### config.mk
export PLATFORM = sky130hd
export DESIGN_NAME = wb_arbiter
export DESIGN_NICKNAME = d
export VERILOG_FILES = /design/src/rtl/wb_pkg.sv /design/src/rtl/wb_queue.sv /design/src/rtl/wb_arbiter.sv
export SDC_FILE = /design/constraint.sdc
export NUM_CORES = 1
export LEC_CHECK = 0
export CAP_MARGIN = 20
export CORE_ASPECT_RATIO = 1.1
export CORE_UTILIZATION = 55
export CTS_CLUSTER_DIAMETER = 40
export DETAILED_ROUTE_END_ITERATION = 10
export HOLD_SLACK_MARGIN = 0.1
export PLACE_DENSITY = 0.82
export SETUP_SLACK_MARGIN = 0.1
export SLEW_MARGIN = 20
export SYNTH_ARGS = -nofsm -noshare
export SYNTH_HDL_FRONTEND = slang
export SYNTH_SLANG_ARGS = --single-unit
### constraint.sdc
create_clock -name ref_clk -period 8.68 [get_ports ref_clk]
set_input_delay 1.736 -clock ref_clk [delete_from_list [all_inputs] [get_ports ref_clk]]
set_output_delay 1.736 -clock ref_clk [all_outputs]
set_load 0.02 [all_outputs]
### src/rtl/wb_pkg.sv
// Shared types for the writeback arbiter: result entry layout and source lane order.
package wb_pkg;

  localparam int TAG_W   = 5;
  localparam int DATA_W  = 16;
  localparam int NUM_SRC = 4;

  typedef struct packed {
    logic [TAG_W-1:0]  tag;
    logic [DATA_W-1:0] data;
  } wb_entry_t;

  // Lane order doubles as arrival order within a single cycle.
  typedef enum logic [1:0] {
    SRC_A0 = 2'd0,
    SRC_A1 = 2'd1,
    SRC_M  = 2'd2,
    SRC_LS = 2'd3
  } src_e;

endpackage

### src/rtl/wb_queue.sv
// Circular overflow queue: 4-lane ordered push (compacted by valid mask), 0..2 entry pop.
module wb_queue
  import wb_pkg::*;
#(
  parameter int DEPTH = 8
)
(
  input  logic                            ref_clk,
  input  logic                            rst_n,
  input  logic      [NUM_SRC-1:0]         push_vld_i,
  input  wb_entry_t [NUM_SRC-1:0]         push_ent_i,
  input  logic      [1:0]                 pop_cnt_i,
  output logic      [$clog2(DEPTH):0]     occ_o,
  output wb_entry_t                       head0_o,
  output wb_entry_t                       head1_o
);

  localparam int PTR_W = $clog2(DEPTH);
  localparam int CNT_W = PTR_W + 1;

  wb_entry_t        mem_q [DEPTH];
  logic [PTR_W-1:0] head_q, head_d;
  logic [PTR_W-1:0] tail_q, tail_d;
  logic [CNT_W-1:0] occ_q, occ_d;
  logic [2:0]       push_cnt;
  logic [PTR_W-1:0] wr_idx [NUM_SRC];

  // Each valid lane lands at tail + (number of valid lanes before it).
  always_comb begin
    push_cnt = '0;
    for (int i = 0; i < NUM_SRC; i++) begin
      wr_idx[i] = tail_q + PTR_W'(push_cnt);
      push_cnt  = push_cnt + {2'b00, push_vld_i[i]};
    end
    tail_d = tail_q + PTR_W'(push_cnt);
    head_d = head_q + PTR_W'(pop_cnt_i);
    occ_d  = occ_q + CNT_W'(push_cnt) - CNT_W'(pop_cnt_i);
  end

  always_ff @(posedge ref_clk or negedge rst_n) begin
    if (!rst_n) begin
      head_q <= '0;
      tail_q <= '0;
      occ_q  <= '0;
    end else begin
      head_q <= head_d;
      tail_q <= tail_d;
      occ_q  <= occ_d;
    end
  end

  always_ff @(posedge ref_clk) begin
    for (int i = 0; i < NUM_SRC; i++) begin
      if (push_vld_i[i]) mem_q[wr_idx[i]] <= push_ent_i[i];
    end
  end

  always_ff @(posedge ref_clk) begin
    if (rst_n) assert (occ_q <= CNT_W'(DEPTH));
  end

  assign occ_o   = occ_q;
  assign head0_o = mem_q[head_q];
  assign head1_o = mem_q[head_q + PTR_W'(1)];

endmodule

### src/rtl/wb_arbiter.sv
// Writeback arbiter: captures up to four tagged results per cycle and retires them
// in arrival order over two register-file write ports, queueing any overflow.
module wb_arbiter
  import wb_pkg::*;
#(
  parameter int DEPTH = 8
)
(
  input  logic              ref_clk,
  input  logic              rst_n,
  input  logic [DATA_W-1:0] A0_in,
  input  logic [TAG_W-1:0]  A0_Rd_tag_in,
  input  logic [DATA_W-1:0] A1_in,
  input  logic [TAG_W-1:0]  A1_Rd_tag_in,
  input  logic [DATA_W-1:0] M_in,
  input  logic [TAG_W-1:0]  M_Rd_tag_in,
  input  logic [TAG_W-1:0]  LS_Rd_tag_in,
  input  logic [7:0]        wb_data,
  input  logic              mem_stall,
  output logic              wr0_en,
  output logic [TAG_W-1:0]  wr0_tag,
  output logic [DATA_W-1:0] wr0_data,
  output logic              wr1_en,
  output logic [TAG_W-1:0]  wr1_tag,
  output logic [DATA_W-1:0] wr1_data,
  output logic              wb_stall
);

  localparam int CNT_W = $clog2(DEPTH) + 1;
  localparam int SUM_W = CNT_W + 1;

  wb_entry_t [NUM_SRC-1:0] in_ent;
  wb_entry_t [NUM_SRC-1:0] cap_q, cap_d;
  wb_entry_t [NUM_SRC-1:0] comp;
  logic      [NUM_SRC-1:0] cap_vld_q, cap_vld_d;
  logic      [NUM_SRC-1:0] push_vld;
  logic      [2:0]         rank [NUM_SRC];
  logic      [2:0]         cap_cnt;
  logic      [CNT_W-1:0]   occ;
  logic      [SUM_W-1:0]   pool_cnt;
  wb_entry_t               q_head0, q_head1;
  wb_entry_t               pool0, pool1;
  logic      [1:0]         ret_cnt, pop_cnt, cap_ret;
  logic                    capture_en;

  logic              wr0_en_q, wr0_en_d, wr1_en_q, wr1_en_d;
  logic [TAG_W-1:0]  wr0_tag_q, wr0_tag_d, wr1_tag_q, wr1_tag_d;
  logic [DATA_W-1:0] wr0_data_q, wr0_data_d, wr1_data_q, wr1_data_d;

  always_comb begin
    in_ent         = '0;
    in_ent[SRC_A0] = '{tag: A0_Rd_tag_in, data: A0_in};
    in_ent[SRC_A1] = '{tag: A1_Rd_tag_in, data: A1_in};
    in_ent[SRC_M]  = '{tag: M_Rd_tag_in,  data: M_in};
    in_ent[SRC_LS] = '{tag: LS_Rd_tag_in, data: {{(DATA_W-8){1'b0}}, wb_data}};
  end

  assign capture_en = !mem_stall && !wb_stall;

  always_comb begin
    cap_d     = '0;
    cap_vld_d = '0;
    if (capture_en) begin
      cap_d = in_ent;
      for (int i = 0; i < NUM_SRC; i++) cap_vld_d[i] = (in_ent[i].tag != '0);
    end
  end

  // Squeeze valid capture slots together; rank is each slot's position in the pool tail.
  always_comb begin
    comp    = '0;
    cap_cnt = '0;
    for (int i = 0; i < NUM_SRC; i++) begin
      rank[i] = cap_cnt;
      if (cap_vld_q[i]) begin
        comp[cap_cnt[1:0]] = cap_q[i];
        cap_cnt            = cap_cnt + 3'd1;
      end
    end
  end

  always_comb begin
    pool_cnt = SUM_W'(occ) + SUM_W'(cap_cnt);
    if (occ >= CNT_W'(2)) begin
      pool0 = q_head0;
      pool1 = q_head1;
    end else if (occ == CNT_W'(1)) begin
      pool0 = q_head0;
      pool1 = comp[0];
    end else begin
      pool0 = comp[0];
      pool1 = comp[1];
    end

    // Two writes to one register in a cycle would lose ordering, so split them.
    if (pool_cnt == '0)              ret_cnt = 2'd0;
    else if (pool_cnt == SUM_W'(1))  ret_cnt = 2'd1;
    else if (pool0.tag == pool1.tag) ret_cnt = 2'd1;
    else                             ret_cnt = 2'd2;

    pop_cnt = (occ >= CNT_W'(ret_cnt)) ? ret_cnt : occ[1:0];
    cap_ret = ret_cnt - pop_cnt;
    for (int i = 0; i < NUM_SRC; i++) begin
      push_vld[i] = cap_vld_q[i] && (rank[i] >= {1'b0, cap_ret});
    end
  end

  assign wb_stall = pool_cnt > SUM_W'(DEPTH - 4);

  always_comb begin
    wr0_en_d   = (ret_cnt != 2'd0);
    wr0_tag_d  = wr0_en_d ? pool0.tag  : '0;
    wr0_data_d = wr0_en_d ? pool0.data : '0;
    wr1_en_d   = (ret_cnt == 2'd2);
    wr1_tag_d  = wr1_en_d ? pool1.tag  : '0;
    wr1_data_d = wr1_en_d ? pool1.data : '0;
  end

  always_ff @(posedge ref_clk or negedge rst_n) begin
    if (!rst_n) begin
      cap_q      <= '0;
      cap_vld_q  <= '0;
      wr0_en_q   <= 1'b0;
      wr0_tag_q  <= '0;
      wr0_data_q <= '0;
      wr1_en_q   <= 1'b0;
      wr1_tag_q  <= '0;
      wr1_data_q <= '0;
    end else begin
      cap_q      <= cap_d;
      cap_vld_q  <= cap_vld_d;
      wr0_en_q   <= wr0_en_d;
      wr0_tag_q  <= wr0_tag_d;
      wr0_data_q <= wr0_data_d;
      wr1_en_q   <= wr1_en_d;
      wr1_tag_q  <= wr1_tag_d;
      wr1_data_q <= wr1_data_d;
    end
  end

  wb_queue #(.DEPTH(DEPTH)) u_queue (
    .ref_clk    (ref_clk),
    .rst_n      (rst_n),
    .push_vld_i (push_vld),
    .push_ent_i (cap_q),
    .pop_cnt_i  (pop_cnt),
    .occ_o      (occ),
    .head0_o    (q_head0),
    .head1_o    (q_head1)
  );

  assign wr0_en   = wr0_en_q;
  assign wr0_tag  = wr0_tag_q;
  assign wr0_data = wr0_data_q;
  assign wr1_en   = wr1_en_q;
  assign wr1_tag  = wr1_tag_q;
  assign wr1_data = wr1_data_q;

endmodule

==> qor.txt <==
========================================================================================================
Outcome                                                                                     complete, no violations
Quantity of hold-fixing buffers added after cts                                                        0
Max_slew headroom                                                                                  27.5%
Iteration-0 DRC Markers                                                                             3041
Detailed-route DRC error count                                                                         0
Final setup violation count                                                                            0
Slowest cell delay on critical path                                                              0.54 ns
Instance count along the most critical hold path                                                       1
Critical Path Start                                                                         cap_vld_q[1]
Critical path data required time                                                                 8.91 ns
Post-CTS clock slew at the launch and capture registers of the worst setup and hold paths        0.06 ns
Path type of the worst setup path                                                                reg2reg
Starting density of the core                                                                       55.8%
Slew of the pin with the lowest slew margin                                                      1.09 ns
Number of slew-limit violations in the final report                                                    0
Post-layout net count                                                                               2046
Cell occurring most often along the worst timing path                                               ha_1
Layout fillers                                                                                      2752
Cell depth of the worst flop-to-flop path                                                             39
Largest fanout of any net on the critical path                                                        10
Final Cycle Share                                                                                  96.4%
TritonCTS clock tree                                                                                done
Buffer cell driving the clock tree root                                                        clkbuf_16
GP Congestion                                                                                      0.970
Count of synthesis-stage warnings from yosys                                                           0
Synth Instances                                                                                     1879
Non-filler instance count after layout                                                              2456
Clock Skews                                                                                    0.0171 ns
Worst Hold Class                                                                                 reg2reg
Sequential element share of the synthesized area                                                   40.7%
Clock buffer count from CTS                                                                           41
Worst hold path endpoint                                                                    u_queue.tail_q[1]
Category of the worst setup path capture point                                                      flop
Post-synth EDFFs                                                                                     168
Total iterations of the first detailed-routing run                                                     8
Layout overhead on the synthesized area                                                            14.7%
Flip-flop and latch count after synthesis                                                            302
Number of buffers between clock root and the deepest sink                                              3
Y dimension of the die                                                                            205 um
Cell family with the largest share of critical-path delay                                    adder cells
Post-detailed-routing wire length                                                               70000 um
Via count of the routed design                                                                     17600
Number of unique standard cell types used by synthesis                                                76
Num rows                                                                                              74
Multi-input gate area in the final layout                                                      10900 um2
Final core utilization                                                                             64.0%
Width of the die                                                                                  187 um
Initial antenna violation count                                                                        2
Share of post-route cells with drive strength above 1                                              20.3%
Unrepaired setup endpoints after global routing                                                     true
Clock latency reported for the late side of the worst-skew pair                                  0.56 ns
Most used flip-flop cell after synthesis                                                        edfxtp_1
Number of clock sinks                                                                                302
Routed via count divided by cell count                                                              7.15
Global-route congestion overflow total                                                                 0
Buffering stage count on the worst path with inverters included                                        6
Worst path slowest cell                                                                             fa_1
Clock period minus worst slack                                                                   8.37 ns
Max Cap Viol                                                                                           0
Async SR Flop Fraction                                                                             44.4%
Overall Global Routing Usage                                                                       35.7%
Top-Level Pins                                                                                       124
H-tree Lvls                                                                                            2
Start point of the worst hold path                                                          u_queue.tail_q[1]
Highest clock frequency the design can meet                                                      119 MHz
Detailed placement HPWL                                                                         45100 um
Average wire length per cell after detail routing                                                28.5 um
Number of global-route vias before repair                                                          16700
CORE AREA                                                                                      37000 um2
Number of buffers inserted by port buffering                                                         123
Arrival time at the worst endpoint                                                               8.60 ns
Post-synth design cell area                                                                    20700 um2
Total die area                                                                                 38300 um2
Number of routed nets with antenna violations                                                          0
Startpoint of the worst-slack reg-to-reg timing path                                        cap_vld_q[1]
Largest net degree at the start of global routing                                                     81
Final hold vios                                                                                        0
Startpoint types                                                                                    flop
R2R Path End                                                                                u_queue.mem_q[5][2]
Synth Net Count                                                                                     1995
Number of cells in the design after placement                                                       2342
FF/Latch Area                                                                                   8410 um2
Worst-case register-to-register setup slack                                                      0.31 ns
Wire length of the first global-routing pass                                                   102000 um
Diode insertion count for antenna repair                                                               0
Syn avg cell area                                                                               11.0 um2
Final-layout worst hold slack                                                                   0.741 ns
========================================================================================================
## per-stage QoR
stage | setup slack (ns) | setup TNS [ns] | instance area [um2]
final | 0.310 | 0 | 23700
after global routing | -0.0474 | -0.522 | 23700
after CTS | 0.135 | 0 | 23200
after detailed placement | 0.0710 | 0 | 21900
after global placement | 0.363 | 0 | 21800
after floorplan | 0.105 | 0 | 20800
## cells by family (layout without fill, tap and decap cells)
logic type                 Yosys count  in the layout  share of synthesized area, %
and+or+nand+nor                    503            503                          11.6
buffers and inverters              274            356                          7.81
muxes                              296            296                          18.5
adders and majority gates           37             37                          2.57
xor gates and xnor gates            23             23                          1.01
AOI/OAI and AO/OA                  444            445                          17.9
DFF                                302            302                          40.7
## metal layers
metal | vias up | routed length [um] | track usage, % | part of all wire (%)
li1 | 7127 | - | - | -
met1 | 8235 | 24200 | 46.4 | 35
met2 | 1757 | 29300 | 52.4 | 42
met3 | 431 | 11600 | 11.7 | 17
met4 | 4 | 4980 | 20.3 | 7.1
met5 | - | 30 | 0 | 0.043
## cell type report
class	instances	share of cell area, %
clock buffer	48	4.53
inverter	42	0.686
timing repair buffer	239	9.31
tap	494	2.61
sequential	302	35.5
clock inverter	27	1.34
multi-input combinational	1304	46.0
## flip-flops by register name, indices dropped and copies added (netlist names), 3 cells and up
register	cells
wr1_tag	5
u_queue.occ_o	4
cap_q	76
u_queue.tail_q	3
u_queue.mem_q	168
wr0_tag	5
wr0_data	16
wr1_data	16
cap_vld_q	4
u_queue.head_q	3
## layout by cell type (no fill, tap or decap), drive strengths merged, types with 6 or more instances in the layout
cell type,count
nand4,7
inv,54
fa,9
edfxtp,168
nand3,25
buf,114
a21oi,91
and3,6
o21ai,91
a211oi,42
dfrtp,134
a22oi,19
mux2i,226
clkinv,9
a22o,12
nor2,266
a221oi,128
nor3,20
nor2b,16
nand2,43
clkdlybuf4s50,122
and3b,6
xnor2,14
nand2b,6
clkbuf,51
mux4,68
ha,28
and2,91
o211ai,14
xor2,9
## Yosys cell counts, types with 41 or more instances
| cell type | instances | area (um2) |
|---|---|---|
| a221oi_2 | 74 | 1110 |
| a211oi_1 | 41 | 308 |
| mux4_2 | 68 | 1530 |
| buf_4 | 46 | 345 |
| dfrtp_1 | 134 | 3350 |
| nor2_1 | 265 | 995 |
| a221oi_1 | 54 | 473 |
| o21ai_0 | 81 | 405 |
| buf_2 | 48 | 240 |
| a21oi_1 | 91 | 455 |
| nand2_1 | 43 | 161 |
| and2_1 | 83 | 519 |
| edfxtp_1 | 168 | 5040 |
| mux2i_1 | 226 | 2260 |
| clkbuf_1 | 75 | 282 |
| inv_1 | 42 | 158 |
## what timing repair did
action | in CTS | in global routing
hold endpoints to repair | 0 | 0
gates resized for setup | 3 | 30
pin swaps | 0 | 16
setup buffers | 0 | 33
endpoints found under the setup margin | 36 | 335
cloned | 0 | 5
## how the worst max path moves through the flow
| stage | to | depth (start not counted) |
|---|---|---|
| 3_3_place_gp | u_queue.mem_q[7][11] | 38 |
| 4_1_cts | u_queue.mem_q[0][8] | 40 |
| 2_1_floorplan | u_queue.mem_q[5][0] | 42 |
| 6_report | u_queue.mem_q[5][2] | 39 |
| 3_5_place_dp | u_queue.mem_q[7][10] | 37 |
| 5_1_grt | u_queue.mem_q[5][2] | 39 |
Power is left out: the tool's default activity adds up to more than one toggle a clock period on the data nets, which glitch-free logic cannot reach.
